===== config.mk =====
export PLATFORM = sky130hd
export DESIGN_NAME = button_conditioner_flat
export DESIGN_NICKNAME = d
export VERILOG_FILES = /design/src/rtl/button_conditioner_if.sv /design/src/rtl/button_conditioner.sv /design/src/flat_wrapper.sv
export SDC_FILE = /design/constraint.sdc
export NUM_CORES = 1
export LEC_CHECK = 0
export CORE_ASPECT_RATIO = 2
export CORE_MARGIN = 2
export CORE_UTILIZATION = 55
export DETAILED_ROUTE_END_ITERATION = 7
export GPL_ROUTABILITY_DRIVEN = 0
export PLACE_DENSITY_LB_ADDON = 0.05
export SLEW_MARGIN = 5
export SYNTH_ARGS = -nofsm -noshare
export SYNTH_HDL_FRONTEND = slang
export SYNTH_SLANG_ARGS = --single-unit
export TNS_END_PERCENT = 1

===== constraint.sdc =====
create_clock -name USER_CLK -period 10.5 [get_ports USER_CLK]
set_clock_uncertainty 0.2 [all_clocks]
set_input_delay 2.1 -clock USER_CLK [delete_from_list [all_inputs] [get_ports USER_CLK]]
set_output_delay 2.1 -clock USER_CLK [all_outputs]
set_load 0.02 [all_outputs]

===== src/rtl/button_conditioner_if.sv =====
// Signal bundle between the GPIO push-button pins and button_conditioner.
// There is no valid/ready handshake: btn_raw is asynchronous, and every output is a registered USER_CLK level or a one-cycle pulse.
interface button_conditioner_if #(
   parameter int NUM_BTN = 3
);
   logic [NUM_BTN-1:0] btn_raw;
   logic [NUM_BTN-1:0] btn_level;
   logic [NUM_BTN-1:0] btn_press;
   logic [NUM_BTN-1:0] btn_release;
   logic [NUM_BTN-1:0] btn_press_str;

   modport master (
      output btn_raw,
      input  btn_level,
      input  btn_press,
      input  btn_release,
      input  btn_press_str
   );

   modport slave (
      input  btn_raw,
      output btn_level,
      output btn_press,
      output btn_release,
      output btn_press_str
   );
endinterface


===== src/rtl/button_conditioner.sv =====
// Per-channel button conditioning: 2-FF synchronizer, counter debouncer, and press/release pulses.
// It also makes a press pulse stretched wide enough for the USER_CLK/32 slowerCLK domain to sample.
module button_conditioner #(
   parameter int NUM_BTN         = 3,
   parameter int DEBOUNCE_CYCLES = 250000,
   parameter int PULSE_CYCLES    = 32
) (
   input  logic                 USER_CLK,
   input  logic                 reset,
   button_conditioner_if.slave  bus
);
   localparam int DCW = $clog2(DEBOUNCE_CYCLES) + 1;
   localparam int PCW = $clog2(PULSE_CYCLES) + 1;
   localparam logic [DCW-1:0] DB_LAST = DCW'(DEBOUNCE_CYCLES - 1);
   localparam logic [PCW-1:0] ST_LOAD = PCW'(PULSE_CYCLES);

   logic [NUM_BTN-1:0] s1, s2, level, level_d;
   logic [NUM_BTN-1:0] press_q, release_q, str_q;
   logic [NUM_BTN-1:0] level_nxt, rise, fall, str_nxt;
   logic [DCW-1:0]     db_cnt [NUM_BTN];
   logic [DCW-1:0]     db_nxt [NUM_BTN];
   logic [PCW-1:0]     st_cnt [NUM_BTN];
   logic [PCW-1:0]     st_nxt [NUM_BTN];

   always_comb begin
      level_nxt = level;
      rise      = '0;
      fall      = '0;
      str_nxt   = '0;
      for (int i = 0; i < NUM_BTN; i++) begin
         db_nxt[i] = '0;
         st_nxt[i] = '0;
         // Any sample that agrees with the current level restarts the count.
         if (s2[i] != level[i]) begin
            if (db_cnt[i] == DB_LAST) begin
               level_nxt[i] = s2[i];
            end else begin
               db_nxt[i] = db_cnt[i] + DCW'(1);
            end
         end
         rise[i] = level[i] & ~level_d[i];
         fall[i] = ~level[i] & level_d[i];
         // A press reloads the stretch, so overlapping presses give one continuous pulse.
         if (rise[i]) begin
            st_nxt[i] = ST_LOAD;
         end else if (st_cnt[i] != '0) begin
            st_nxt[i] = st_cnt[i] - PCW'(1);
         end
         str_nxt[i] = (st_nxt[i] != '0);
      end
   end

   always_ff @(posedge USER_CLK or posedge reset) begin
      if (reset) begin
         s1        <= '0;
         s2        <= '0;
         level     <= '0;
         level_d   <= '0;
         press_q   <= '0;
         release_q <= '0;
         str_q     <= '0;
         for (int i = 0; i < NUM_BTN; i++) begin
            db_cnt[i] <= '0;
            st_cnt[i] <= '0;
         end
      end else begin
         s1        <= bus.btn_raw;
         s2        <= s1;
         level     <= level_nxt;
         level_d   <= level;
         press_q   <= rise;
         release_q <= fall;
         str_q     <= str_nxt;
         for (int i = 0; i < NUM_BTN; i++) begin
            db_cnt[i] <= db_nxt[i];
            st_cnt[i] <= st_nxt[i];
         end
      end
   end

   assign bus.btn_level     = level;
   assign bus.btn_press     = press_q;
   assign bus.btn_release   = release_q;
   assign bus.btn_press_str = str_q;
endmodule


===== src/flat_wrapper.sv =====
// flat-port wrapper written by rule: the top's interface ports become plain ports
module button_conditioner_flat 
#(
   parameter int NUM_BTN         = 3,
   parameter int DEBOUNCE_CYCLES = 250000,
   parameter int PULSE_CYCLES    = 32
)
  (USER_CLK, reset, bus_btn_raw, bus_btn_level, bus_btn_press, bus_btn_release, bus_btn_press_str);
  button_conditioner_if #(.NUM_BTN(NUM_BTN)) bus_i ();
  input  logic USER_CLK;
  input  logic reset;
  input wire logic [$bits(bus_i.btn_raw)-1:0] bus_btn_raw;
  output wire logic [$bits(bus_i.btn_level)-1:0] bus_btn_level;
  output wire logic [$bits(bus_i.btn_press)-1:0] bus_btn_press;
  output wire logic [$bits(bus_i.btn_release)-1:0] bus_btn_release;
  output wire logic [$bits(bus_i.btn_press_str)-1:0] bus_btn_press_str;
  assign bus_i.btn_raw = bus_btn_raw;
  assign bus_btn_level = bus_i.btn_level;
  assign bus_btn_press = bus_i.btn_press;
  assign bus_btn_release = bus_i.btn_release;
  assign bus_btn_press_str = bus_i.btn_press_str;
  button_conditioner #(.NUM_BTN(NUM_BTN), .DEBOUNCE_CYCLES(DEBOUNCE_CYCLES), .PULSE_CYCLES(PULSE_CYCLES)) u_core (.USER_CLK(USER_CLK), .reset(reset), .bus(bus_i));
endmodule

==> impl_metrics.tcl <==
set metrics [dict create \
    status "complete, no violations" \
    coreArea_sq_um 7828 \
    fill_cells 659 \
    swShare_pct 21.39 \
    fin_cells 553 \
    worstHoldPathType "flop to flop" \
    wire_per_inst_um 13.86 \
    hold_depth 0 \
    timing.rr.start "u_core.db_cnt[19]" \
    setup_viol 0 \
    cp.required_ns 8.20 \
    dp_slack_ns 6.580 \
    drtIter0Drc 207 \
    nNetsFinal 466 \
    finalPower_mw 0.7035 \
    rsz0062_at_grt "false" \
    grt_pass1_wl_mm 13.54 \
    grt_overflow_total 0 \
    r2r_cells 5 \
    crit_type "flop to primary output" \
    r2r-end "u_core.db_cnt[30]" \
    ant_nets 0 \
    grt_pass1_vias 3036 \
    cts_buffers 9 \
    vdd_ir_drop_max_v 0.0001227 \
    hpwlAfterDp_mm 5.237 \
    crit_buf_inv 1 \
    ctsResizeCount 0 \
    relSlewSlack_pct 45.82 \
    numPortBuffers 16 \
    rows 46 \
    cts_setup_buffers 0 \
    layout-drive-gt1-share_pct 7.221 \
    hold_ws_ns 0.1545 \
    hold_start "u_core.s1[0]" \
    area_delta_synth_final_pct 12.95 \
    cp-start-kind "flop" \
    slowest_delay_ns 0.64 \
    combPwrFrac_pct 2.5 \
    cp_slowest_cell "clkdlybuf4s50_1" \
    synthArstFlopShare_pct 100.0 \
    tightest_slew_ns 0.8127 \
    cts.sinks 96 \
    cts.reportedPaths.clkPinSlew_ns 0.06 \
    vias_per_cell 5.458 \
    vias 3018 \
    wirelength_mm 7.662 \
    yosysUniqueCellTypes 35 \
    critical_path_arrival_ns 1.41 \
    synth_warnings 0 \
    pwr-share-seq_pct 53.6 \
    fin_setup_tns_ns 0 \
    postCtsHoldBufs 0 \
    period_minus_slack_ns 3.711 \
    reg2reg_slack_ns 8.32 \
    p_clk_share_pct 43.9 \
    finalHoldViolCount 0 \
    cp_max_fo 6 \
    switchingPower_mw 0.1505 \
    path_cells "clkdlybuf4s50_1" \
    ys.flop_type "dfrtp_1" \
    antenna_found_initial 0 \
    postSynthCellCount 427 \
    yosysSeqAreaShare_pct 54.51 \
    yosys_register_bits 96 \
    drc 0 \
    syn-num-nets 441 \
    start_util_pct 56.30 \
    timing.fmax_ghz 0.2694 \
    min_to "u_core.s2[0]" \
    p_leak_nw 2.191 \
    postSynthAreaPerCell_sq_um 10.32 \
    netlist_area_sq_um 4407 \
    diodes 0 \
    track_usage_pct 20.10 \
    clock_latency_ns 0.34 \
    dieWidth_um 67.30 \
    cts_tree "built" \
    die_height_um 130.6 \
    cap_violations 0 \
    intPower_mw 0.5530 \
    final_max_slew_viol_count 0 \
    place_inst 537 \
    end_kind "primary output" \
    drt_pass1_iterations 4 \
    p_per_area_nw_per_um2 141.3 \
    fin_crit_sh_pct 35.35 \
    crit_family "buffers and inverters" \
    final.setup.worst_slack_ns 6.789 \
    grt_max_degree 68 \
    htree_levels 3 \
    ios 17 \
    synth_edf_count 0 \
    cts_root_buf "clkbuf_16" \
    clk_path_buf_depth 2 \
    die-area_sq_um 8788 \
]
==> cells in the mapped netlist, types with 4 or more instances <==
library cell | count | area share, %
mux2i_1 | 4 | 0.91
and3_1 | 4 | 0.57
xnor2_1 | 42 | 8.3
nor3_1 | 19 | 2.2
a31o_2 | 5 | 0.99
nand4_1 | 12 | 1.7
xor2_1 | 13 | 2.6
nand2_1 | 16 | 1.4
or3_1 | 9 | 1.3
nand3_1 | 22 | 2.5
nor2b_1 | 5 | 0.71
nor4_1 | 12 | 1.7
a21oi_1 | 7 | 0.79
ha_1 | 9 | 2.6
nor2_1 | 81 | 6.9
or4_1 | 4 | 0.68
dfrtp_1 | 96 | 55
inv_1 | 26 | 2.2
o21ai_0 | 7 | 0.79
==> cells by family (layout without fill, tap and decap cells) <==
kind of cell               count (synthesis)  count (layout)  share of synthesized area, %
and+or+nand+nor                          204             204                         23.82
muxes                                      7               7                         1.675
buffers and inverters                     29              59                         2.555
xor gates and xnor gates                  55              55                         10.93
AOI/OAI and AO/OA                         27              27                         3.946
adders and majority gates                  9               9                         2.555
DFF                                       96              96                         54.51
==> per-stage QoR <==
step / area (sq um) / utilization [%]
global route: 4977 / 63.59
CTS: 4974 / 63.54
floorplan: 4407 / -
global placement: 4681 / 59.80
finish: 4977 / 63.59
detailed placement: 4681 / 59.80
==> power by group through the flow <==
stage / logic, mW / clock network, mW / registers (mW)
2_1_floorplan: 0.0131 / 0 / 0.383
3_3_place_gp: 0.0176 / 0 / 0.384
3_5_place_dp: 0.0183 / 0 / 0.384
4_1_cts: 0.0185 / 0.317 / 0.377
5_1_grt: 0.0210 / 0.332 / 0.377
6_report: 0.0177 / 0.309 / 0.377
==> registers in the layout (all words and copies together) (netlist names) <==
| signal | count |
|---|---|
| u_core.bus.btn_level | 3 |
| u_core.bus.btn_press | 3 |
| u_core.bus.btn_press_str | 3 |
| u_core.bus.btn_release | 3 |
| u_core.db_cnt | 57 |
| u_core.level_d | 3 |
| u_core.s1 | 3 |
| u_core.s2 | 3 |
| u_core.st_cnt | 18 |
==> cell type report <==
class / instances / area, sq um / share of cell area [%]
Sequential cell: 96 / 2402 / 48.27
Multi-Input combinational cell: 302 / 1896 / 38.08
Clock buffer: 11 / 252.7 / 5.078
Timing Repair Buffer: 17 / 167.7 / 3.369
Tap cell: 96 / 120.1 / 2.413
Inverter: 26 / 98.84 / 1.986
Clock inverter: 5 / 40.04 / 0.8044
==> how the worst max path moves through the flow <==
stage,from,endpoint,slack (ns),depth (start not counted)
after global routing,u_core.bus.btn_level[1],bus_btn_level[1],6.72,1
after global placement,reset,u_core.st_cnt[0],6.61,3
final,u_core.bus.btn_level[2],bus_btn_level[2],6.79,1
after detailed placement,reset,u_core.bus.btn_press[2],6.58,3
after CTS,u_core.bus.btn_level[2],bus_btn_level[2],6.77,1
after floorplan,reset,u_core.bus.btn_level[0],5.69,1
==> cell usage in the layout (no fill, tap or decap), drive strengths merged, types with 3 or more instances in the layout <==
master / n
and4: 3
clkinvlp: 3
dfrtp: 96
nor3: 19
nor4: 15
nand4: 15
clkbuf: 11
mux2: 3
ha: 9
a21oi: 7
xnor2: 42
clkdlybuf4s50: 16
and3: 4
or4: 4
o21ai: 11
nand3: 22
or3: 9
a31o: 5
nand2: 16
xor2: 13
inv: 26
mux2i: 4
nand2b: 3
nor2b: 5
nor2: 81
==> routing by layer <==
| metal | GRT usage (%) | wire length (um) | vias up |
|---|---|---|---|
| met1 | 27.45 | 3510 | 1460 |
| li1 | - | - | 1511 |
| met5 | 0 | 0 | - |
| met3 | 3.682 | 228 | 8 |
| met2 | 31.57 | 3777 | 39 |
| met4 | 8.163 | 146 | 0 |
Note: power is estimated with default switching activity, not from simulation.
